==> config.mk <==
export PLATFORM = sky130hd
export DESIGN_NAME = fetch_stage
export DESIGN_NICKNAME = d
export VERILOG_FILES = /design/src/rtl/riscv_pkg.sv /design/src/rtl/fetch_fifo.sv /design/src/rtl/fetch_stage.sv
export SDC_FILE = /design/constraint.sdc
export NUM_CORES = 1
export LEC_CHECK = 0
export BUFFER_PORTS_ARGS = -buffer_cell sky130_fd_sc_hd__buf_2
export CORE_AREA = 2 2 239 147
export CTS_CLUSTER_SIZE = 24
export DETAILED_ROUTE_END_ITERATION = 12
export DIE_AREA = 0 0 241 149
export PLACE_DENSITY = 0.75
export SLEW_MARGIN = 20
export SYNTH_ARGS = -nofsm -noshare
export SYNTH_HDL_FRONTEND = slang
export SYNTH_SLANG_ARGS = --single-unit
==> constraint.sdc <==
create_clock -name clk -period 3.4 [get_ports clk]
set_clock_uncertainty 0.05 [all_clocks]
set_input_delay 0.68 -clock clk [delete_from_list [all_inputs] [get_ports clk]]
set_output_delay 0.68 -clock clk [all_outputs]
set_load 0.03 [all_outputs]
==> src/rtl/riscv_pkg.sv <==
// rtl/riscv_pkg.sv - shared RV32I widths, reset defaults and the fetch-entry layout
package riscv_pkg;

    localparam int XLEN = 32;

    localparam logic [XLEN-1:0] RESET_PC_DEFAULT  = 32'h0000_0000;
    localparam logic [XLEN-1:0] NOP_INSTR_DEFAULT = 32'h0000_0013;

    typedef struct packed {
        logic [XLEN-1:0] pc;
        logic [XLEN-1:0] instr;
    } fetch_entry_t;

    localparam int ENTRY_W = $bits(fetch_entry_t);

endpackage

==> src/rtl/fetch_fifo.sv <==
// rtl/fetch_fifo.sv - synchronous response buffer with push/pop/clear and occupancy count
module fetch_fifo
    import riscv_pkg::*;
#(
    parameter int DEPTH = 4
) (
    input  logic                     clk,
    input  logic                     rst_n,
    input  logic                     clear,
    input  logic                     push,
    input  logic [ENTRY_W-1:0]       push_data,
    input  logic                     pop,
    output logic [ENTRY_W-1:0]       pop_data,
    output logic [$clog2(DEPTH):0]   count,
    output logic                     full,
    output logic                     empty
);

    localparam int AW = $clog2(DEPTH);
    localparam logic [AW:0] FULL_CNT = (AW+1)'(DEPTH);

    logic [ENTRY_W-1:0] mem [DEPTH];
    logic [AW-1:0]      wr_ptr;
    logic [AW-1:0]      rd_ptr;
    logic               do_push;
    logic               do_pop;

    assign full     = (count == FULL_CNT);
    assign empty    = (count == '0);
    assign do_push  = push && !full && !clear;
    assign do_pop   = pop && !empty && !clear;
    assign pop_data = mem[rd_ptr];

    always_ff @(posedge clk or negedge rst_n) begin
        if (!rst_n) begin
            wr_ptr <= '0;
            rd_ptr <= '0;
            count  <= '0;
        end else if (clear) begin
            wr_ptr <= '0;
            rd_ptr <= '0;
            count  <= '0;
        end else begin
            if (do_push) wr_ptr <= wr_ptr + 1'b1;
            if (do_pop)  rd_ptr <= rd_ptr + 1'b1;
            count <= count + {{AW{1'b0}}, do_push} - {{AW{1'b0}}, do_pop};
        end
    end

    // Storage needs no reset: count/pointers alone decide what is visible.
    always_ff @(posedge clk) begin
        if (do_push) mem[wr_ptr] <= push_data;
    end

endmodule

==> src/rtl/fetch_stage.sv <==
// rtl/fetch_stage.sv - RV32I IF stage and IF/ID register with credit-limited imem fetch
module fetch_stage
    import riscv_pkg::*;
#(
    parameter logic [XLEN-1:0] RESET_PC   = RESET_PC_DEFAULT,
    parameter logic [XLEN-1:0] NOP_INSTR  = NOP_INSTR_DEFAULT,
    parameter int              FIFO_DEPTH = 4
) (
    input  logic        clk,
    input  logic        rst_n,
    output logic        imem_req_valid,
    input  logic        imem_req_ready,
    output logic [31:0] imem_req_addr,
    input  logic        imem_rsp_valid,
    input  logic [31:0] imem_rsp_data,
    input  logic        stall_d,
    input  logic        flush_d,
    input  logic        pc_src_e,
    input  logic [31:0] pc_target_e,
    output logic [31:0] instr_d,
    output logic [31:0] pc_d,
    output logic [31:0] pc_plus4_d,
    output logic        valid_d
);

    localparam int CW = $clog2(FIFO_DEPTH) + 1;
    localparam logic [CW:0]   DEPTH_W = (CW+1)'(FIFO_DEPTH);
    localparam logic [CW-1:0] ONE     = 1;

    logic [XLEN-1:0]    pcf;
    logic [XLEN-1:0]    rsp_pc;
    logic [CW-1:0]      outstanding;
    logic [CW-1:0]      drop;
    logic [CW-1:0]      fifo_count;
    logic [CW:0]        in_use;
    logic               req_fire;
    logic               rsp_fire;
    logic               push;
    logic               pop;
    logic               bubble;
    logic               fifo_full;
    logic               fifo_empty;
    logic [ENTRY_W-1:0] push_data;
    logic [ENTRY_W-1:0] head;
    fetch_entry_t       head_entry;

    // Requests in flight plus buffered entries never exceed the FIFO, so a response always has room.
    assign in_use         = {1'b0, outstanding} + {1'b0, fifo_count};
    assign imem_req_valid = rst_n && !pc_src_e && (in_use < DEPTH_W);
    assign imem_req_addr  = pcf;
    assign req_fire       = imem_req_valid && imem_req_ready;
    assign rsp_fire       = imem_rsp_valid && (outstanding != '0);
    assign push           = rsp_fire && (drop == '0) && !pc_src_e;
    assign push_data      = {rsp_pc, imem_rsp_data};
    assign bubble         = flush_d || pc_src_e;
    assign pop            = !bubble && !stall_d && !fifo_empty;
    assign head_entry     = head;

    fetch_fifo #(.DEPTH(FIFO_DEPTH)) u_fifo (
        .clk       (clk),
        .rst_n     (rst_n),
        .clear     (pc_src_e),
        .push      (push),
        .push_data (push_data),
        .pop       (pop),
        .pop_data  (head),
        .count     (fifo_count),
        .full      (fifo_full),
        .empty     (fifo_empty)
    );

    always_ff @(posedge clk or negedge rst_n) begin
        if (!rst_n) begin
            pcf         <= RESET_PC;
            rsp_pc      <= RESET_PC;
            outstanding <= '0;
            drop        <= '0;
        end else begin
            outstanding <= outstanding + {{(CW-1){1'b0}}, req_fire} - {{(CW-1){1'b0}}, rsp_fire};
            if (pc_src_e) begin
                // Everything still in flight after this cycle belongs to the old path.
                pcf    <= pc_target_e;
                rsp_pc <= pc_target_e;
                drop   <= outstanding - {{(CW-1){1'b0}}, rsp_fire};
            end else begin
                if (req_fire) pcf <= pcf + 32'd4;
                if (push)     rsp_pc <= rsp_pc + 32'd4;
                if (rsp_fire && (drop != '0)) drop <= drop - ONE;
            end
        end
    end

    always_ff @(posedge clk or negedge rst_n) begin
        if (!rst_n) begin
            instr_d    <= NOP_INSTR;
            pc_d       <= '0;
            pc_plus4_d <= '0;
            valid_d    <= 1'b0;
        end else if (bubble) begin
            instr_d <= NOP_INSTR;
            valid_d <= 1'b0;
        end else if (!stall_d) begin
            if (!fifo_empty) begin
                instr_d    <= head_entry.instr;
                pc_d       <= head_entry.pc;
                pc_plus4_d <= head_entry.pc + 32'd4;
                valid_d    <= 1'b1;
            end else begin
                instr_d <= NOP_INSTR;
                valid_d <= 1'b0;
            end
        end
    end

    a_rsp_expected: assert property (@(posedge clk) disable iff (!rst_n)
        imem_rsp_valid |-> (outstanding != '0));
    a_no_overflow: assert property (@(posedge clk) disable iff (!rst_n)
        push |-> !fifo_full);

endmodule

==> After elaboration in Yosys (flattened, before gate mapping) <==
Memories as Yosys holds them, arrays and structs flattened.
Index checks and enable logic that the tools add are counted.
{ "word_totals": {"wordCells": 78, "ram_bits": 256, "out_inout_bits": 130, "regBits": 174, "mem_count": 1} }
{ "classes": {"n_mux": 19, "order_cmp": 1, "n_bitwise": 3, "n_eq_ne": 2, "n_reduce_logical": 29, "addsub": 12} }
{ "memory_table": {"columns": ["memory", "depth", "width", "rd", "rd_ports_with_merged_regs", "wr", "line", "source"], "rows": [
  ["u_fifo.mem", 4, 64, 1, 0, 1, "fetch_fifo.sv:22", "logic [ENTRY_W-1:0] mem [DEPTH];"]
]} }
{ "ops": {"columns": ["cell", "n"], "rows": [
  ["two-way mux 32 bit", 7],
  ["adder 32 x 3 -> 32 bit, second input constant", 3],
  ["logical AND 1 bit", 13],
  ["nonzero test 2 bit", 5],
  ["two-way mux 3 bit", 3],
  ["subtractor 3 x 1 -> 3 bit", 3],
  ["two-way mux 2 bit", 4],
  ["adder 3 x 1 -> 3 bit", 2],
  ["zero test 3 bit", 2],
  ["nonzero test 3 bit", 2],
  ["zero test 1 bit", 5],
  ["two-way mux 1 bit", 5],
  ["adder 2 x 1 -> 2 bit, second input constant", 2],
  ["adder 3 x 3 -> 4 bit", 1],
  ["< comparator 4 x 3 -> 1 bit, second input constant", 1],
  ["== test 3 bit, second input constant", 1],
  ["inverter 1 bit", 3],
  ["AND reduction 3 bit", 1],
  ["subtractor 3 x 1 -> 3 bit, second input constant", 1],
  ["inequality test 2 x 1 -> 1 bit, second input constant", 1],
  ["logical OR 1 bit", 1]
]} }

==> Depth between registers and ports, before layout <==
Gate-level depths: netlist of run 1.
{ "depth": {"depth_word": 9, "ltp_mapped": 13, "ltp_nobuf": 11} }

==> Hierarchy <==
From an unflattened synthesis of run 1, not the netlist that was laid out.
{ "unflattened": {"hier_cells": 1221, "area_unflattened_um2": 17732.0} }
{ "by_module_without_submodules": {"columns": ["module", "instances", "area_each_um2", "cells_per_inst"], "rows": [
  ["fetch_fifo", 1, 9699.3, 382],
  ["fetch_stage", 1, 8032.7, 839]
]} }

==> Worst setup path before layout of run 1 <==
No wires, ideal clock.
{ "synth_timing": {"kind": "input-to-reg", "start": "in imem_rsp_valid", "end": "mem u_fifo.mem[0][0] in the netlist's numbering, enable pin", "arrival_ps": 3296, "setup_ps": 429, "path_stages": 3, "setup_slack_ps": -375, "cell_sequence": "o31ai_1 > a2111oi_1 > and2_1"} }
{ "synth_between": {"elab_chain_cells": 7} }
{ "synth_lines": {"columns": ["item", "line", "source"], "rows": [
  ["start, declared", "fetch_stage.sv:14", "input logic imem_rsp_valid,"],
  ["logical AND 1 bit", "fetch_stage.sv:52", "assign rsp_fire = imem_rsp_valid && (outstanding != '0);"],
  ["logical AND 1 bit (2 in series)", "fetch_stage.sv:53", "assign push = rsp_fire && (drop == '0) && !pc_src_e;"],
  ["logical AND 1 bit (2 in series)", "fetch_fifo.sv:30", "assign do_push = push && !full && !clear;"],
  ["two-way mux 1 bit", "fetch_fifo.sv:52", "if (do_push) mem[wr_ptr] <= push_data;"],
  ["two-way mux 1 bit (implied by the code)", "fetch_fifo.sv:52", null],
  ["end, declared", "fetch_fifo.sv:22", null]
]} }
No other way between the ends.

==> Final worst setup path of run 1 <==
{ "layout_timing": {"start": "reg u_fifo.rd_ptr[0]", "end": "reg pc_plus4_d[24]"} }
{ "layout_between": {"elab_chain_cells": 2} }
{ "layout_lines": {"columns": ["item", "line", "source"], "rows": [
  ["start, declared", "fetch_fifo.sv:24", "logic [AW-1:0] rd_ptr;"],
  ["start signal, assigned", "fetch_fifo.sv:45", "if (do_pop) rd_ptr <= rd_ptr + 1'b1;"],
  ["memory (4 x 64 bit)", null, null],
  ["via head[34]", "fetch_stage.sv:44", "logic [ENTRY_W-1:0] head;"],
  ["adder 32 x 3 -> 32 bit", "fetch_stage.sv:106", "pc_plus4_d <= head_entry.pc + 32'd4;"],
  ["end signal, assigned", "fetch_stage.sv:106", null],
  ["end, declared", "fetch_stage.sv:22", "output logic [31:0] pc_plus4_d,"]
]} }
The timed path passes the listed nets, and every way through them passes these cells.
A chain may end at the register's enable or synchronous reset.

==> results of run 1 <==
==> worst max-delay path, stage by stage (launching register included) <==
cell and delay [ns]:
dfrtp_4 0.69, mux4_2 0.46, ha_1 0.21, nand2_1 0.07, o22ai_1 0.25, nand4_1 0.50, nor4_1 0.49, xnor2_1 0.16
o21ai_0 0.09
==> cell families after synthesis <==
kind of cell,after synthesis,share of synthesized area
flip-flops,428,0.682
buffers and inverters,91,0.0233
AND/OR/NAND/NOR,362,0.0959
AO/OA/AOI/OAI,159,0.0578
adder cells (fa/ha/maj),19,0.0144
XOR/XNOR,72,0.0358
multiplexers,76,0.0910
==> cell usage in the layout, fill, tap and decap left out, drive strengths merged, types with 3 or more instances in the layout <==
cell | Yosys | final
mux2 | 7 | 7
inv | 34 | 37
o22a | 3 | 3
nor2 | 36 | 36
edfxtp | 256 | 256
a22o | 29 | 29
o311ai | 10 | 10
and3 | 12 | 12
buf | 18 | 234
a31oi | 7 | 7
ha | 17 | 17
o211ai | 8 | 8
clkinv | 1 | 12
or4 | 5 | 5
xnor2 | 42 | 42
bufinv | 0 | 6
and2 | 8 | 8
xor2 | 30 | 30
nor3 | 15 | 15
nor4b | 3 | 3
mux2i | 5 | 5
or3 | 3 | 3
clkbuf | 38 | 51
a21oi | 12 | 12
nand3 | 41 | 41
nor4 | 13 | 13
nand4 | 16 | 16
o21ai | 80 | 80
nand2 | 202 | 202
mux4 | 64 | 64
dfrtp | 169 | 169
dfstp | 3 | 3
==> per-stage QoR <==
step           total power (W)   util
3_3_place_gp           0.00905  0.566
2_1_floorplan          0.00822      -
6_report                0.0137  0.606
4_1_cts                 0.0138  0.606
3_5_place_dp           0.00914  0.566
5_1_grt                 0.0143  0.606
==> layer usage <==
metal / global-route usage / up-vias
li1: - / 4915
met1: 0.361 / 5515
met2: 0.313 / 420
met3: 0.0546 / 47
met4: 0.0420 / 2
met5: 0 / -
==> synthesized netlist by cell type (4+ instances only) <==
library cell	instances
nor2_1	36
and2_1	8
edfxtp_1	256
or4_1	4
ha_1	17
o311ai_0	10
nand2_1	202
nor4_1	9
clkbuf_1	38
nand3_1	39
and3_1	12
xnor2_1	42
mux4_2	56
dfrtp_1	169
nor3_1	14
mux2_2	7
buf_1	4
o21ai_0	73
inv_1	32
xor2_1	30
mux4_1	8
a21oi_1	12
a31oi_1	7
mux2i_1	5
o21ai_1	7
a22o_1	29
nand4_1	15
nor4_2	4
buf_2	7
o211ai_1	8
==> flip-flops by register name (all words and copies together) (netlist names) <==
register and cells:
pc_d 32, rsp_pc 32, u_fifo.count 3, pc_plus4_d 30, outstanding 3, valid_d 1
u_fifo.rd_ptr 2, instr_d 32, u_fifo.wr_ptr 2, u_fifo.mem 256, drop 3, imem_req_addr 32
==> worst min-delay path by stage <==
| stage | start | endpoint |
|---|---|---|
| floorplan | rst_n | drop[0] |
| CTS | rst_n | instr_d[25] |
| detailed placement | pc_d[2] | pc_d[2] |
| global placement | pc_d[5] | pc_d[5] |
| global route | rst_n | instr_d[25] |
| finish | rst_n | instr_d[25] |
==> area by class of cell <==
type	count	area, sq um
flip-flops and latches	428	12000
well taps	467	584
inverters	35	131
clock inverters	21	274
multi-input cells	688	5190
fillers	2623	13400
repair buffers	234	1390
clock buffers	51	1090
==> power by group through the flow <==
stage	Clock [W]	Combinational, W	Sequential, W
2_1_floorplan	0	0.000988	0.00724
3_3_place_gp	0	0.00243	0.00662
3_5_place_dp	0	0.00248	0.00665
4_1_cts	0.00472	0.00249	0.00655
5_1_grt	0.00494	0.00272	0.00663
6_report	0.00464	0.00248	0.00656
==> reports/qor.csv, run 1 <==
metric;value;unit
status;complete, no violations;
layout.nets;1516;
antenna_found_initial;1;
worstPathArrival;3.47;ns
syn_area;0.0176;sq mm
cts_made_buffers;39;
worst_ep_required_time;3.72;ns
clock_sinks;428;
antenna_cells;0;
rsz0062_at_grt;false;
die_area;0.0359;sq mm
switching_share;0.297;
worst_setup_path_start_kind;flip-flop;
clk_latency;0.54;ns
track_usage;0.224;
grt_first_pass_wirelength;61.2;mm
drc;0;
rows;53;
synth_cell_types;59;
synth_fp_nets;1297;
setup_ws;0.254;ns
seqPwrFrac;0.480;
gp_congestion;0.870;
wl_met2;16.8;mm
syn_to_final_growth;17.4;%
cts_resized;0;
cts_tree;done;
fin_tns_setup;0;ns
crit_path_end_kind;flip-flop;
power.switching;0.00406;W
place_area;0.0193;sq mm
crit_start;u_fifo.rd_ptr[0];
slew_viol_final;0;
cts.path.max_buffers;3;
finalCriticalPeriod;3.15;ns
hold_slack;0.201;ns
r2r_slack;0.25;ns
synthCells;1207;
place_hpwl;26.3;mm
p_per_area;662;mW/mm^2
worst-slew-pin-transition;0.949;ns
avgSynthCellArea;14.6;sq um
drt_wl_total;39.7;mm
finalHoldViolCount;0;
die_h;149;microns
p_int;0.00962;W
drive_above_1_share;0.263;
crit_end;pc_plus4_d[24];
core;0.0341;sq mm
synth_flop_cell;edfxtp_1;
async_flop_share;0.402;
clock_power_share;0.339;
grt_pass1_vias;10600;
synth_top_area_frac;0.437;
ctsHoldBuffers;0;
cts-root-buf;clkbuf_16;
avgViaCountPerCell;5.66;
path_clk_slew;0.07;ns
max_freq;0.318;GHz
yosysWarnings;0;
drv_cap;0;
path_class;flip-flop to flip-flop;
synth_area_leaders;edfxtp_1 44%, dfrtp_1 24%, mux4_2 7.2%;
power_frac_comb;0.181;
htreeDepth;2;
hold_class;primary input to asynchronous set/reset pin;
peakVddDrop;0.388;mV
ys_ff_latch;428;
post_cts_buffers;0;
port_buffers;200;
wl_met3;3.36;mm
firstDrtPassIters;5;
synth_edf_count;256;
routedWlPerCell;20.6;microns
drt-initial-drc-count;938;
vias;10900;
initial_utilization;0.516;
p_leak;8.09;nW
reg2regPathDepth;8;
place_ws;0.294;ns
r2r-end;pc_plus4_d[24];
top_layer_used;met5;
wl_met1;19.0;mm
reg2reg_from;u_fifo.rd_ptr[0];
placed_cells;1852;
synth_seq_area_share;0.682;
finalNonFillerCells;1924;
post-route-period-util;0.925;
io_pins;201;
relSlewSlack;0.367;
grt_max_degree;96;
die_w;241;microns
finalSetupViolations;0;
yosysTopAreaCell;edfxtp_1;
crit_fanout;28;
ant_nets;0;
design_area;0.0207;sq mm
overflow;0;
Power figures use the tool's default switching activity.
==> run 2: changes to the inputs <==
CORE_AREA = 2 2 316 193   (was 2 2 239 147)
DIE_AREA = 0 0 318 195   (was 0 0 241 149)
PLACE_DENSITY = default   (was 0.75)
SKIP_LAST_GASP = 1   (was default)
==> run 2 against run 1 <==
Clock power rose by 4.5%. Critical endpoint is now pc_plus4_d[31]. Sequential share of layout area fell by 1.1 points. Hold slack better by 0.047 ns.
==> reports/qor.csv, run 2 (synthesis results as in run 1) <==
metric;value;unit;change
syn_to_final_growth;19.8;%;
p_int;0.00967;W;+0.59%
slew_viol_final;0;;unchanged
worst_setup_path_start_kind;flip-flop;;
grt_first_pass_wirelength;68.5;mm;+12%
crit_fanout;34;;+21%
p_leak;8.08;nW;about the same
drt_wl_total;45.1;mm;+14%
place_area;0.0196;sq mm;+1.7%
grt_max_degree;89;;-7.3%
drv_cap;0;;unchanged
overflow;0;;unchanged
slowest_delay;0.83;ns;+0.14 ns
vias;10900;;-0.37%
status;complete, no violations;;
rows;69;;+30%
worst_ep_required_time;3.78;ns;+0.06 ns
fin_tns_setup;0;ns;unchanged
path_cells;mux4_1, nand3_4, or4_4, nor3_2, nor3b_1, o21ai_0;;
io_pins;201;;unchanged
cts_tree;done;;
cts.path.max_buffers;3;;unchanged
crit_path_end_kind;flip-flop;;
finalNonFillerCells;2242;;+17%
critPathTopFamily;simple AND/OR/NAND/NOR gates;;
switching_share;0.307;;+0.00987
grt_busiest_layer;met1;;
max_freq;0.332;GHz;+4.5%
seqPwrFrac;0.469;;-0.011
ant_nets;0;;unchanged
ctsHoldBuffers;0;;unchanged
p_per_area;662;mW/mm^2;about the same
finalSetupViolations;0;;unchanged
clk_latency;0.57;ns;+0.03 ns
core;0.0588;sq mm;+72%
routedWlPerCell;20.1;microns;-2.4%
avgViaCountPerCell;4.84;;-14%
drive_above_1_share;0.262;;-0.000540
path_clk_slew;0.06;ns;about the same
die_w;318;microns;+32%
post_cts_buffers;0;;unchanged
drc;0;;unchanged
clock_power_share;0.348;;+0.009
clock_sinks;428;;unchanged
post-route-period-util;0.886;;-0.0398
peakVddDrop;0.315;mV;-19%
firstDrtPassIters;5;;unchanged
relSlewSlack;0.403;;+0.0358
finalCriticalPeriod;3.01;ns;-0.135 ns
layout_common_cells;256 x edfxtp_1, 202 x nand2_1, 199 x buf_2, 167 x dfrtp_1, 73 x o21ai_0;;
path_buf_inv;0;;unchanged
rsz0062_at_grt;false;;
antenna_found_initial;1;;unchanged
final_common_cell;edfxtp_1;;
finalHoldViolCount;0;;unchanged
met1_usage;0.227;;-0.134
die_h;195;microns;+31%
die_area;0.0620;sq mm;+73%
gp_congestion;0.823;;-5.4%
hold_class;primary input to asynchronous set/reset pin;;
placed_cells;2163;;+17%
initial_utilization;0.299;;-0.217
drt-initial-drc-count;860;;-8.3%
place_ws;0.412;ns;+0.119 ns
place_hpwl;30.9;mm;+17%
cts_resized;0;;unchanged
grtUsageMet2;0.202;;-0.111
layout.nets;1516;;unchanged
power.switching;0.00428;W;+5.4%
grt_pass1_vias;10900;;+2.3%
design_area;0.0211;sq mm;+2.0%
regMostFlops;u_fifo.mem;;
grt_use_met3;0.0323;;-0.0223
htreeDepth;2;;unchanged
setup_ws;0.389;ns;+0.135 ns
path_class;flip-flop to flip-flop;;
cts_made_buffers;42;;+7.7%
cpMaxStageDelayCell;dfrtp_4;;
worst-slew-pin-transition;0.895;ns;-0.0538 ns
port_buffers;200;;unchanged
worstPathArrival;3.39;ns;-0.08 ns
track_usage;0.145;;-0.0797
largest_reg_flops;256;;unchanged
cts-root-buf;clkbuf_16;;
power_frac_comb;0.183;;+0.002
[run 2: cell count changes in the layout (fill, tap and decap cells not counted), moves of 3 or more]
| cell | previous run | this run |
|---|---|---|
| and2_4 | 0 | 4 |
| inv_6 | 3 | 0 |
| and2_2 | 4 | 0 |
| buf_12 | 10 | 6 |
[run 2: metal layers]
metal / vias to the layer above / part of all wire
met3: 64 / 0.063
met1: 5540 / 0.50
li1: 4921 / -
met5: - / 0.00029
met4: 2 / 0.017
met2: 332 / 0.42
[run 2: power by group through the flow]
| stage | Combinational, W | Sequential, W | Clock [W] |
|---|---|---|---|
| floorplan | 0.000988 | 0.00724 | 0 |
| global placement | 0.00254 | 0.00663 | 0 |
| detailed placement | 0.00257 | 0.00665 | 0 |
| CTS | 0.00258 | 0.00655 | 0.00498 |
| global route | 0.00278 | 0.00663 | 0.00519 |
| finish | 0.00255 | 0.00655 | 0.00485 |
[run 2: worst register-to-register path: stages (launching register included)]
cell	delay (ns)
dfrtp_4	0.83
mux4_1	0.54
nand3_4	0.14
or4_4	0.63
nor3_2	0.32
nor3b_1	0.26
o21ai_0	0.12
[run 2: path summary, 6_finish.rpt]
kind                                         from                 to  slack, ns  cells after the start
worst max-delay path             u_fifo.rd_ptr[0]     pc_plus4_d[31]       0.39                      6
worst min-delay path                        rst_n  imem_req_addr[12]       0.25                      2
worst max register to register   u_fifo.rd_ptr[0]     pc_plus4_d[31]       0.39                      6
worst min register to register     pc_plus4_d[19]     pc_plus4_d[19]       0.43                      2
max in group asynchronous                   rst_n   u_fifo.rd_ptr[0]       1.63                      3
min in group clk                imem_rsp_data[16]  u_fifo.mem[2][16]       0.29                      1
[run 2: layout make-up]
cell class / instances / area, sq um
fillers: 5635 / 37700
flip-flops and latches: 428 / 12000
multi-input cells: 688 / 5200
repair buffers: 231 / 1320
clock buffers: 50 / 1090
well taps: 781 / 977
clock inverters: 28 / 347
inverters: 35 / 131
diodes: 1 / 2.50
[run 2: metrics by stage]
stage          total power [W]  hold slack, ns  utilization
2_1_floorplan          0.00822           0.334            -
3_3_place_gp           0.00917           0.413        0.334
3_5_place_dp           0.00922           0.414        0.334
4_1_cts                 0.0141           0.241        0.358
5_1_grt                 0.0146           0.253        0.358
6_report                0.0140           0.248        0.358
==> run 3: changes to the inputs <==
BUFFER_PORTS_ARGS = -buffer_cell sky130_fd_sc_hd__buf_4   (was -buffer_cell sky130_fd_sc_hd__buf_2)
==> run 3 against run 2 <==
Register-to-register slack improved by 0.13 ns. Count of clock-buffer cells in the layout rose by 5. Clock power rose by 4%. Via count rose by 0.51%. Global-route usage rose by 0.11 points. Non-clock buffer count fell by 4. Sequential power rose by 0.6%. Fmax rose by 4.5%. Core utilization rose by 1.0 points. Cell area rose by 2.8%. Sequential cell count did not move. Critical path depth did not move.
==> reports/qor.csv, run 3 (synthesis results as in run 1) <==
metric;value;unit;change
status;complete, no violations;;
path_cells;mux4_1, nand3_4, or4_4, nor3_2, nor3b_1, o21ai_0;;
slew_viol_final;0;;unchanged
worstPathArrival;3.30;ns;-0.09 ns
r2r-end;pc_plus4_d[31];;
place_hpwl;30.9;mm;about the same
worst_ep_required_time;3.82;ns;+0.04 ns
grt_pass1_vias;11000;;+1.0%
place_ws;0.478;ns;+0.0654 ns
rsz0062_at_grt;false;;
core;0.0588;sq mm;unchanged
ant_nets;0;;unchanged
finalSetupViolations;0;;unchanged
post-route-period-util;0.847;;-0.0383
worst-slew-pin-transition;0.857;ns;-0.0386 ns
die_w;318;microns;unchanged
vias;10900;;+0.51%
path_buf_inv;0;;unchanged
io_pins;201;;unchanged
cts_made_buffers;44;;+4.8%
clock_sinks;428;;unchanged
final_common_cell;edfxtp_1;;
max_freq;0.347;GHz;+4.5%
syn_to_final_growth;23.1;%;
die_area;0.0620;sq mm;unchanged
path_class;flip-flop to flip-flop;;
antenna_found_initial;0;;-1
die_h;195;microns;unchanged
rows;69;;unchanged
layout.nets;1514;;-0.13%
post_cts_buffers;0;;unchanged
cts-root-buf;clkbuf_16;;
p_leak;8.24;nW;+2.0%
layout_common_cells;256 x edfxtp_1, 215 x buf_4, 202 x nand2_1, 167 x dfrtp_1, 73 x o21ai_0;;
peakVddDrop;0.441;mV;+40%
p_per_area;664;mW/mm^2;+0.25%
cts.path.max_buffers;3;;unchanged
cts_tree;done;;
hold_slack;0.136;ns;-0.112 ns
gp_congestion;0.816;;-0.79%
crit_path_end_kind;flip-flop;;
grt_first_pass_wirelength;69.1;mm;+0.93%
reg2reg_from;u_fifo.rd_ptr[0];;
worst_setup_path_start_kind;flip-flop;;
drv_cap;0;;unchanged
cpMaxStageDelayCell;dfrtp_4;;
crit_fanout;33;;-2.9%
cts_resized;0;;unchanged
path_clk_slew;0.07;ns;about the same
final_util;0.368;;+0.0101
multi_input_area;0.00520;sq mm;unchanged
clk_latency;0.59;ns;+0.02 ns
routedWlPerCell;20.3;microns;+0.71%
drt_wl_total;45.4;mm;+0.66%
critPathTopFamily;simple AND/OR/NAND/NOR gates;;
overflow;0;;unchanged
regMostFlops;u_fifo.mem;;
largest_reg_flops;256;;unchanged
drt-initial-drc-count;894;;+4.0%
grt_max_degree;118;;+33%
slowest_delay;0.82;ns;about the same
drive_above_1_share;0.264;;+0.00137
finalCriticalPeriod;2.88;ns;-0.130 ns
drc;0;;unchanged
initial_utilization;0.299;;unchanged
setup_ws;0.519;ns;+0.130 ns
avgViaCountPerCell;4.87;;+0.55%
reg2regPathDepth;6;;unchanged
htreeDepth;2;;unchanged
fin_tns_setup;0;ns;unchanged
ctsHoldBuffers;0;;unchanged
area.sequential;0.0120;sq mm;unchanged
r2r_slack;0.52;ns;+0.13 ns
fillCellCount;5552;;-1.5%
track_usage;0.146;;+0.00106
firstDrtPassIters;5;;unchanged
hold_class;primary input to asynchronous set/reset pin;;
finalHoldViolCount;0;;unchanged
relSlewSlack;0.429;;+0.0257
antenna_cells;0;;-1
port_buffers;200;;unchanged
[run 3: cell types whose count changed in the layout (fill, tap and decap cells not counted), moves of 3 or more]
cell	before	now
buf_12	6	11
buf_2	199	0
buf_4	25	215
clkinv_4	1	4
[run 3: where the power goes]
group          switching (W)  leakage, nW  internal, W
clock network        0.00211        0.734      0.00294
logic                0.00172         3.02      0.00104
registers           0.000496         4.49      0.00609
total                0.00432         8.24       0.0101
[run 3: area by class of cell]
class,instances,share of cell area
flip-flops and latches,428,0.554
multi-input cells,688,0.240
repair buffers,227,0.0853
clock buffers,55,0.0540
well taps,781,0.0451
clock inverters,27,0.0155
inverters,35,0.00606
[run 3: through the flow]
step / total power (W) / std cells / area (sq um)
2_1_floorplan: 0.00822 / 1207 / 17600
3_3_place_gp: 0.00940 / 2159 / 20200
3_5_place_dp: 0.00947 / 2159 / 20200
4_1_cts: 0.0146 / 2241 / 21700
5_1_grt: 0.0150 / 2241 / 21700
6_report: 0.0144 / 2241 / 21700
[run 3: routing by layer]
layer | up-vias | track usage | routed length, microns
li1 | 4935 | - | -
met1 | 5578 | 0.227 | 22500
met2 | 345 | 0.202 | 18900
met3 | 56 | 0.0356 | 3310
met4 | 0 | 0.0339 | 751
met5 | - | 0 | 0
[run 3: how the worst max path moves through the flow]
| stage | slack (ns) | cells after the start | endpoint | startpoint |
|---|---|---|---|---|
| 3_5_place_dp | 0.48 | 6 | pc_plus4_d[31] | u_fifo.rd_ptr[0] |
| 4_1_cts | 0.49 | 6 | pc_plus4_d[31] | u_fifo.rd_ptr[0] |
| 6_report | 0.52 | 6 | pc_plus4_d[31] | u_fifo.rd_ptr[0] |
| 3_3_place_gp | 0.54 | 6 | pc_plus4_d[31] | u_fifo.rd_ptr[0] |
| 2_1_floorplan | 0.29 | 3 | u_fifo.mem[0][0] | imem_rsp_valid |
| 5_1_grt | 0.30 | 9 | pc_plus4_d[24] | u_fifo.rd_ptr[0] |
